===== src/rtl/fir_out_decim_if.sv =====
// Output stream of fir_out_decim: averaged 5.3 sample with saturation flag,
// valid/ready handshake. The master drives data/valid, the slave drives ready.
interface fir_out_decim_if;
  logic [7:0] Dout;
  logic       Dout_sat;
  logic       Dout_valid;
  logic       Dout_ready;

  modport master (
    output Dout,
    output Dout_sat,
    output Dout_valid,
    input  Dout_ready
  );

  modport slave (
    input  Dout,
    input  Dout_sat,
    input  Dout_valid,
    output Dout_ready
  );
endinterface


===== src/rtl/fir_out_decim.sv =====
// FIR output post-processing: discards pipeline warm-up samples, averages
// groups of DECIM samples, rounds/saturates 8.8 -> 5.3 and queues the results
// in a show-ahead FIFO behind a valid/ready handshake.
module fir_out_decim #(
  parameter int DECIM       = 4,
  parameter int FIFO_DEPTH  = 4,
  parameter int FILL_CYCLES = 7
) (
  input  logic            Clk,
  input  logic            Rst,
  input  logic [15:0]     Yin,
  fir_out_decim_if.master dout_if,
  output logic            Ovf
);

  localparam int LG = $clog2(DECIM);
  localparam int AW = 16 + LG;
  localparam int K  = LG + 5;
  localparam int RW = AW + 1 - K;
  localparam int PW = $clog2(FIFO_DEPTH);
  localparam int CW = PW + 1;
  localparam int FW = (FILL_CYCLES > 2) ? $clog2(FILL_CYCLES) : 1;

  localparam logic [AW:0]   RND      = {{(AW + 1 - K){1'b0}}, 1'b1, {(K - 1){1'b0}}};
  localparam logic [FW-1:0] FILL_END = FW'(FILL_CYCLES - 1);
  localparam logic [CW-1:0] FULL_CNT = CW'(FIFO_DEPTH);

  typedef enum logic {
    WARM,
    RUN
  } state_t;

  state_t          r_state;
  state_t          w_state_nxt;
  logic [FW-1:0]   r_fill;
  logic [LG-1:0]   r_g;
  logic [AW-1:0]   r_acc;
  logic            r_pend;
  logic [8:0]      r_res;
  logic [8:0]      r_mem [FIFO_DEPTH];
  logic [PW-1:0]   r_wp;
  logic [PW-1:0]   r_rp;
  logic [CW-1:0]   r_cnt;
  logic            r_ovf;

  logic [AW-1:0]   w_yin_ext;
  logic [AW-1:0]   w_sum;
  logic [AW:0]     w_rnd;
  logic [RW-1:0]   w_r;
  logic            w_sat;
  logic [7:0]      w_dat;
  logic            w_last;
  logic            w_valid;
  logic            w_full;
  logic            w_pop;
  logic            w_push;
  logic            w_drop;
  logic [8:0]      w_head;
  logic            w_unused_rnd;

  // Next-state logic: leave WARM once the pipeline fill has been discarded.
  always_comb begin
    w_state_nxt = r_state;
    case (r_state)
      WARM:    if (r_fill == FILL_END) w_state_nxt = RUN;
      RUN:     w_state_nxt = RUN;
      default: w_state_nxt = WARM;
    endcase
  end

  // State register.
  always_ff @(posedge Clk) begin
    if (Rst) r_state <= WARM;
    else     r_state <= w_state_nxt;
  end

  // Warm-up fill counter, counts discarded samples while in WARM.
  always_ff @(posedge Clk) begin
    if (Rst)
      r_fill <= '0;
    else if (r_state == WARM && r_fill != FILL_END)
      r_fill <= r_fill + FW'(1);
  end

  assign w_yin_ext = {{LG{1'b0}}, Yin};
  assign w_sum     = r_acc + w_yin_ext;
  assign w_last    = (r_state == RUN) && (r_g == '1);

  // Group counter and accumulator; the first sample of a group reloads.
  always_ff @(posedge Clk) begin
    if (Rst) begin
      r_g   <= '0;
      r_acc <= '0;
    end else if (r_state == RUN) begin
      r_g   <= r_g + LG'(1);
      r_acc <= (r_g == '0) ? w_yin_ext : w_sum;
    end
  end

  // Divide by DECIM and drop 5 fraction bits in one shift, round half up.
  assign w_rnd        = {1'b0, w_sum} + RND;
  assign w_r          = w_rnd[AW:K];
  assign w_sat        = |w_r[RW-1:8];
  assign w_dat        = w_sat ? 8'hFF : w_r[7:0];
  assign w_unused_rnd = ^w_rnd[K-1:0];

  // Result register; pending lasts exactly one cycle (pushed or dropped).
  always_ff @(posedge Clk) begin
    if (Rst) begin
      r_pend <= 1'b0;
      r_res  <= '0;
    end else begin
      r_pend <= w_last;
      if (w_last) r_res <= {w_sat, w_dat};
    end
  end

  assign w_valid = (r_cnt != '0);
  assign w_full  = (r_cnt == FULL_CNT);
  assign w_pop   = w_valid && dout_if.Dout_ready;
  assign w_push  = r_pend && (!w_full || w_pop);
  assign w_drop  = r_pend && w_full && !w_pop;

  // FIFO storage; contents are irrelevant while the count is zero.
  always_ff @(posedge Clk) begin
    if (w_push) r_mem[r_wp] <= r_res;
  end

  // FIFO pointers and occupancy.
  always_ff @(posedge Clk) begin
    if (Rst) begin
      r_wp  <= '0;
      r_rp  <= '0;
      r_cnt <= '0;
    end else begin
      if (w_push) r_wp <= r_wp + PW'(1);
      if (w_pop)  r_rp <= r_rp + PW'(1);
      if (w_push && !w_pop)      r_cnt <= r_cnt + CW'(1);
      else if (w_pop && !w_push) r_cnt <= r_cnt - CW'(1);
    end
  end

  // Sticky overflow flag.
  always_ff @(posedge Clk) begin
    if (Rst)         r_ovf <= 1'b0;
    else if (w_drop) r_ovf <= 1'b1;
  end

  assign w_head             = r_mem[r_rp];
  assign dout_if.Dout_valid = w_valid;
  assign dout_if.Dout       = w_valid ? w_head[7:0] : '0;
  assign dout_if.Dout_sat   = w_valid ? w_head[8] : 1'b0;
  assign Ovf                = r_ovf;

endmodule


===== src/flat_wrapper.sv =====
// flat-port wrapper written by rule: the top's interface ports become plain ports
module fir_out_decim_flat 
#(
  parameter int DECIM       = 4,
  parameter int FIFO_DEPTH  = 4,
  parameter int FILL_CYCLES = 7
)
  (Clk, Rst, Yin, Ovf, dout_if_Dout, dout_if_Dout_sat, dout_if_Dout_valid, dout_if_Dout_ready);
  fir_out_decim_if dout_if_i ();
  input  logic Clk;
  input  logic Rst;
  input  logic [15:0] Yin;
  output logic Ovf;
  output wire logic [$bits(dout_if_i.Dout)-1:0] dout_if_Dout;
  output wire logic [$bits(dout_if_i.Dout_sat)-1:0] dout_if_Dout_sat;
  output wire logic [$bits(dout_if_i.Dout_valid)-1:0] dout_if_Dout_valid;
  input wire logic [$bits(dout_if_i.Dout_ready)-1:0] dout_if_Dout_ready;
  assign dout_if_Dout = dout_if_i.Dout;
  assign dout_if_Dout_sat = dout_if_i.Dout_sat;
  assign dout_if_Dout_valid = dout_if_i.Dout_valid;
  assign dout_if_i.Dout_ready = dout_if_Dout_ready;
  fir_out_decim #(.DECIM(DECIM), .FIFO_DEPTH(FIFO_DEPTH), .FILL_CYCLES(FILL_CYCLES)) u_core (.Clk(Clk), .Rst(Rst), .Yin(Yin), .dout_if(dout_if_i), .Ovf(Ovf));
endmodule

===== config.mk =====
export PLATFORM = sky130hd
export DESIGN_NAME = fir_out_decim_flat
export DESIGN_NICKNAME = d
export VERILOG_FILES = /design/src/rtl/fir_out_decim_if.sv /design/src/rtl/fir_out_decim.sv /design/src/flat_wrapper.sv
export SDC_FILE = /design/constraint.sdc
export NUM_CORES = 1
export LEC_CHECK = 0
export CELL_PAD_IN_SITES_DETAIL_PLACEMENT = 1
export CELL_PAD_IN_SITES_GLOBAL_PLACEMENT = 1
export CORE_UTILIZATION = 44
export CTS_BUF_LIST = sky130_fd_sc_hd__clkbuf_2 sky130_fd_sc_hd__clkbuf_4 sky130_fd_sc_hd__clkbuf_8
export DETAILED_ROUTE_END_ITERATION = 10
export PLACE_DENSITY = 0.89
export SYNTH_ARGS = -nofsm -noshare
export SYNTH_HDL_FRONTEND = slang
export SYNTH_SLANG_ARGS = --single-unit

===== constraint.sdc =====
create_clock -name Clk -period 3 [get_ports Clk]
set_input_delay 0.6 -clock Clk [delete_from_list [all_inputs] [get_ports Clk]]
set_output_delay 0.6 -clock Clk [all_outputs]
set_load 0.1 [all_outputs]

==> run metrics, run 1 <==
Die ar.=0.01023 mm²; Synth Area in Simple Gates=14.32%; CP Launch Type=input port; core area=between 0.009 and 0.01 mm²; clock buffer depth=2; CP Data Arrival Time=~3.2 ns; TritonCTS Buffers=9; First-pass DRT Iterations=4; Root Driver=clkbuf_8; hold bufs inserted after CTS=0; syn_nets=449; Main synth FF type=dfxtp_1; CTS sink cnt=80; CP Capture Type=flop; Slew Limit Fails=0; Worst Clk Skew=about 0.014 ns; commonest non-fill, non-tap cells in the layout=buf_4 (63), dfxtp_1 (44), nor2_1 (42), nand2_1 (36), edfxtp_1 (36); DR iter-0 viols=140; Starting Density=46.15%; final hold viol count=0; pin count of the biggest net entering global routing=44; DPL Wire Length=7.940 mm; Total GRT Usage=23.49%; origin of the worst setup path=Yin[4]; Die Y=101.2 µm; reg2reg path depth=10; Synth Area in XOR/XNOR=6.219%; Gate Count Post-Synth=402; most common cell after layout, fill and taps aside=buf_4; end of the worst hold path=u_core.Ovf; Area Overhead vs Synth=27.02%; row count=35; # H-tree levels=3; number of global-route vias before repair=3717; R2R Setup Slk=slightly below 0.3 ns; global-route congestion overflow total=0; Leakage=2.110 nW; ys async rst share=0%; IR Drop Worst-Case VDD=0.0004591 V; DIE WIDTH=101.2 µm; drt via density=5.655; Hold Path Class=flop to flop; synthesized area=0.004325 mm²; final setup fails=0; via count=3438; YS warnings=0; post-synthesis adder-cell area fraction=8.447%; Final Wtd Congestion=0.8543; status=complete, no violations; hold wc startpoint=u_core.Ovf; Seq/Total Area, Yosys=45.36%; I/O Pins=30; Seq cells post-synth=80; # Max-Cap Violations=0; Post-Syn Area per Cell=10.76 µm²; Final Critical Period=roughly 3.0 ns; drt total wl=11.70 mm; first-pass GRT wire length=18.25 mm; count of cell types in the netlist=59; worst setup path category=input port to flop; clk_lat worst skew=0.36 ns; Slew headroom=50.91%; Core Util, Final=58.62%; PortBufs=29; achievable clock frequency=337.0 MHz; Worst Hold Depth=2; final worst-path cycle share=98.91%; data required time of the worst path=about 3.3 ns; Pwr Total=3.197 mW; compound-gate portion of the synthesized area=15.91%; post-synthesis mux area share=6.537%; wire per inst=19.24 µm; r2r startpoint=u_core.r_acc[0]; main combinational cell family by area after synthesis=compound AO/OA/AOI/OAI gates; CTS tree=built; diode count=0; nets=521; Worst-Margin Slew=between 0.7 and 0.8 ns; Worst-path clk slew=roughly 0.090 ns; CP Max Fanout=8; Reg-to-Reg End=u_core.r_res[4]; share of layout cells above drive strength 1=29.02%; initial antenna violation count=0; DRC=0; P per Cell Area=581.9 mW/mm²; Detail Route Antenna Nets=0; number of synthesized flops with an enable pin=36
==> registers in the layout (all words and copies together), names as in the netlist, named ones only <==
| name | count |
|---|---|
| u_core.r_fill | 3 |
| u_core.r_cnt | 3 |
| u_core.r_state | 1 |
| u_core.r_mem | 36 |
| u_core.r_acc | 18 |
| u_core.r_g | 2 |
| u_core.r_res | 9 |
| u_core.Ovf | 1 |
| u_core.r_pend | 1 |
| u_core.r_wp | 2 |
| u_core.r_rp | 2 |
==> cell type report <==
class / instances / area [µm²]
Clock buffer: 9 / 123.9
Multi-Input combinational cell: 291 / 2474
Tap cell: 129 / 161.4
Timing Repair Buffer: 82 / 673.1
Inverter: 10 / 37.54
Sequential cell: 80 / 1962
Clock inverter: 7 / 62.56
Fill cell: 1040 / 3877
==> critical path, cell delays in order <==
cell,delay (ns)
clkdlybuf4s50_1,0.48
ha_4,0.33
buf_4,0.12
o211ai_2,0.11
o211ai_2,0.33
a41oi_2,0.19
xnor2_2,0.16
and3_4,0.20
buf_4,0.14
a41o_4,0.33
a311oi_2,0.23
==> Yosys cell counts, types with 3 or more instances <==
cell type / n / area share, %
xnor2_1: 17 / 3.4
mux4_2: 9 / 4.7
edfxtp_1: 36 / 25
a211oi_2: 3 / 0.87
inv_1: 10 / 0.87
nor2b_1: 3 / 0.43
or3_1: 4 / 0.58
nand2_1: 36 / 3.1
and2_1: 14 / 2.0
a311oi_1: 16 / 3.2
dfxtp_1: 44 / 20
buf_1: 4 / 0.35
o21ai_0: 12 / 1.4
o21ai_1: 4 / 0.46
clkbuf_1: 11 / 0.95
nor2_1: 43 / 3.7
a21o_1: 5 / 0.87
o211ai_1: 4 / 0.69
o211ai_2: 3 / 0.87
nand4_1: 3 / 0.43
a21oi_1: 23 / 2.7
a211oi_1: 6 / 1.0
xor2_1: 10 / 2.0
nand2b_1: 3 / 0.43
and3_1: 3 / 0.43
ha_1: 26 / 7.5
mux2i_1: 8 / 1.9
nand3_1: 7 / 0.81
==> report_power, final <==
part           internal, mW  switching (mW)
sequential             1.16          0.0510
clock                 0.321           0.461
combinational         0.360           0.839
==> worst max-delay path by stage <==
stage | end | cells after the start
floorplan | u_core.r_res[0] | 10
global placement | u_core.r_res[0] | 11
detailed placement | u_core.r_res[4] | 11
CTS | u_core.r_res[4] | 10
global route | u_core.r_res[7] | 11
finish | u_core.r_res[4] | 11
==> metrics by stage <==
| stage | cells | hold slack (ns) | setup WS [ns] | TNS (ns) | area [µm²] |
|---|---|---|---|---|---|
| 2_1_floorplan | 402 | 0.4448 | 0.002179 | 0 | 4338 |
| 3_3_place_gp | 585 | 0.4608 | -0.4350 | -4.055 | 5006 |
| 3_5_place_dp | 585 | 0.4746 | -0.6197 | -5.898 | 5006 |
| 4_1_cts | 606 | 0.4922 | 0.004261 | 0 | 5346 |
| 6_report | 608 | 0.4846 | 0.03261 | 0 | 5494 |
| 5_1_grt | 608 | 0.5285 | -0.01446 | -0.03426 | 5494 |
==> repair_timing <==
action | in CTS | in global routing
endpoints found under the setup margin | 9 | 9
resized for setup | 20 | 21
setup buffers | 5 | 2
pin swaps | 16 | 10
gates cloned | 0 | 0
==> per-layer routing <==
layer | share of wire [%] | vias to the layer above | GRT usage (%)
met4 | 1.7 | 0 | 8.361
li1 | - | 1615 | -
met5 | 0 | - | 0
met3 | 2.7 | 22 | 3.865
met2 | 56 | 63 | 45.53
met1 | 40 | 1738 | 25.61
==> kinds of logic after synthesis <==
logic type      after synthesis
flops                        80
xor+xnor                     29
mux                          17
compound gates               91
fa+ha+maj                    28
buf+inv                      31
simple gates                126
(Power assumes the default switching activity.)
==> run 2, diff against run 1 <==
--- a/config.mk
+++ b/config.mk
@@ -7,6 +7,7 @@
 export LEC_CHECK = 0
 export CELL_PAD_IN_SITES_DETAIL_PLACEMENT = 1
 export CELL_PAD_IN_SITES_GLOBAL_PLACEMENT = 1
+export CORE_MARGIN = 2
 export CORE_UTILIZATION = 44
 export CTS_BUF_LIST = sky130_fd_sc_hd__clkbuf_2 sky130_fd_sc_hd__clkbuf_4 sky130_fd_sc_hd__clkbuf_8
 export DETAILED_ROUTE_END_ITERATION = 10
==> run 2 against run 1 <==
Cell count grew 0.66%. Critical path depth shrank 1. Combinational power is essentially flat. Clock-buffer cell count grew 1. Sequential cell count is the same. Global-route usage shrank 1.3 points. Largest cell class unchanged. Highest routed layer unchanged.
==> run metrics, run 2 (synthesized netlist as in run 1, its figures left out) <==
Slew Limit Fails=0 (unchanged); CP Launch Type=input port; DRC=0 (unchanged); P per Cell Area=594.3 mW/mm² (+2.1%); DPL Wire Length=7.987 mm (+0.59%); final hold viol count=0 (unchanged); drt via density=5.551 (-1.8%); global-route congestion overflow total=0 (unchanged); clk_lat worst skew=0.35 ns (about the same); DIE WIDTH=103.2 µm (+2.0%); r2r startpoint=u_core.r_acc[0]; # Max-Cap Violations=0 (unchanged); Final Critical Period=2.983 ns (+0.01565 ns); wire per inst=18.81 µm (-2.3%); Worst-Margin Slew=0.8077 ns (+0.07237 ns); CP Data Arrival Time=3.24 ns (about the same); hold bufs inserted after CTS=0 (unchanged); status=complete, no violations; first-pass GRT wire length=18.01 mm (-1.3%); Worst Clk Skew=0.01331 ns (-0.001164 ns); Top Registers=u_core.r_mem: 36 flops, u_core.r_acc: 18 flops, u_core.r_res: 9 flops; final worst-path cycle share=99.43% (+0.52 points); CTS sink cnt=80 (unchanged); nets=521 (unchanged); max reg flops=36 (unchanged); TritonCTS Buffers=9 (unchanged); First-pass DRT Iterations=4 (unchanged); CP Max Fanout=8 (unchanged); end of the worst hold path=u_core.Ovf; Root Driver=clkbuf_8; Largest Register=u_core.r_mem; sum of negative setup slack=0 ns (unchanged); core area=0.009639 mm² (+2.9%); number of global-route vias before repair=3686 (-0.83%); most common cell after layout, fill and taps aside=buf_4; CTS tree=built; via count=3397 (-1.2%); clock buffer depth=2 (unchanged); pin count of the biggest net entering global routing=44 (unchanged); CP Capture Type=flop; commonest non-fill, non-tap cells in the layout=buf_4 (63), dfxtp_1 (44), nor2_1 (42), nand2_1 (36), edfxtp_1 (36); Starting Density=44.87% (-1.3 points); row count=36 (+2.9%); final setup fails=0 (unchanged); drt total wl=11.51 mm (-1.6%); Worst-path clk slew=0.08 ns (about the same); diode count=0 (unchanged); Die ar.=0.01064 mm² (+4.0%); hold_ws=0.4844 ns (-0.0002050 ns); R2R Setup Slk=0.22 ns (-0.07 ns); PortBufs=29 (unchanged); DR iter-0 viols=77 (-45%); I/O Pins=30 (unchanged); data required time of the worst path=3.25 ns (-0.02 ns); Leakage=2.106 nW (-0.15%); Die Y=103.2 µm (+2.0%); fillers=1061 (+2.0%); achievable clock frequency=335.2 MHz (-0.52%); dpl cells=587 (+0.34%); Worst Hold Depth=2 (unchanged); Reg-to-Reg End=u_core.r_res[7]; IR Drop Worst-Case VDD=0.0004279 V (-6.8%); share of layout cells above drive strength 1=28.39% (-0.63 points); Slew headroom=46.08% (-4.8 points); Final Wtd Congestion=0.8661 (+1.4%); Non-Filler Instances=612 (+0.66%); Total GRT Usage=22.21% (-1.3 points); Detail Route Antenna Nets=0 (unchanged); RSZ-0062 raised after global routing=yes; Area Overhead vs Synth=26.09%; hold wc startpoint=u_core.Ovf; worst setup path category=input port to flop; Hold Path Class=flop to flop; # H-tree levels=3 (unchanged); initial antenna violation count=0 (unchanged); reg2reg path depth=10 (unchanged)
run 2: layout make-up:
class                           count  area, µm²  share of cell area (%)
Clock inverter                      6      66.31                   1.216
Multi-Input combinational cell    291       2420                   44.37
Inverter                           10      37.54                  0.6882
Timing Repair Buffer               82      670.6                   12.30
Clock buffer                       10      131.4                   2.409
Sequential cell                    80       1962                   35.97
Tap cell                          133      166.4                   3.051
run 2: power breakdown:
group	internal, mW	switching (mW)	total (mW)
Sequential	1.16	0.0502	1.21
Combinational	0.359	0.837	1.20
Clock	0.398	0.433	0.831
Total	1.92	1.32	3.24
run 2: worst max path at each step:
stage | slack, ns | depth (start not counted) | to | startpoint
6_report | 0.02 | 10 | u_core.r_res[7] | Yin[8]
5_1_grt | -0.05 | 10 | u_core.r_res[7] | Yin[8]
4_1_cts | 0.02 | 11 | u_core.r_res[7] | Yin[2]
3_5_place_dp | -0.58 | 11 | u_core.r_res[1] | Yin[0]
3_3_place_gp | -0.43 | 11 | u_core.r_res[0] | Yin[0]
2_1_floorplan | 0.002 | 10 | u_core.r_res[0] | Yin[0]
run 2: per-layer routing:
layer  share of wire (%)  up-vias  track usage, %
met4                 2.8        0           8.198
met1                  40     1680           24.26
met5                   0        -               0
met3                 2.8       28           4.068
met2                  55       66           42.41
li1                    -     1623               -
run 2: worst max-delay path, stage by stage:
cell and delay (ns):
clkdlybuf4s50_1 0.44, ha_1 0.36, a21oi_1 0.25, o21ai_2 0.13
a221oi_4 0.40, xnor2_2 0.17, and3_4 0.23, a31oi_4 0.10
a41o_4 0.30, a311oi_1 0.25
run 2: per-stage QoR:
| stage | power, mW | worst slack [ns] | area, µm² | util (%) |
|---|---|---|---|---|
| 6_report | 3.241 | 0.01695 | 5454 | 56.58 |
| 5_1_grt | 3.375 | -0.05327 | 5454 | 56.58 |
| 4_1_cts | 3.250 | 0.02138 | 5355 | 55.56 |
| 3_5_place_dp | 2.404 | -0.5828 | 4996 | 51.83 |
| 3_3_place_gp | 2.349 | -0.4305 | 4996 | 51.83 |
| 2_1_floorplan | 2.109 | 0.002179 | 4338 | - |
run 2: repair_timing:
action / in CTS / in global routing
setup buffers: 7 / 2
pin swaps: 13 / 9
endpoints found under the setup margin: 9 / 9
gates resized for setup: 20 / 16
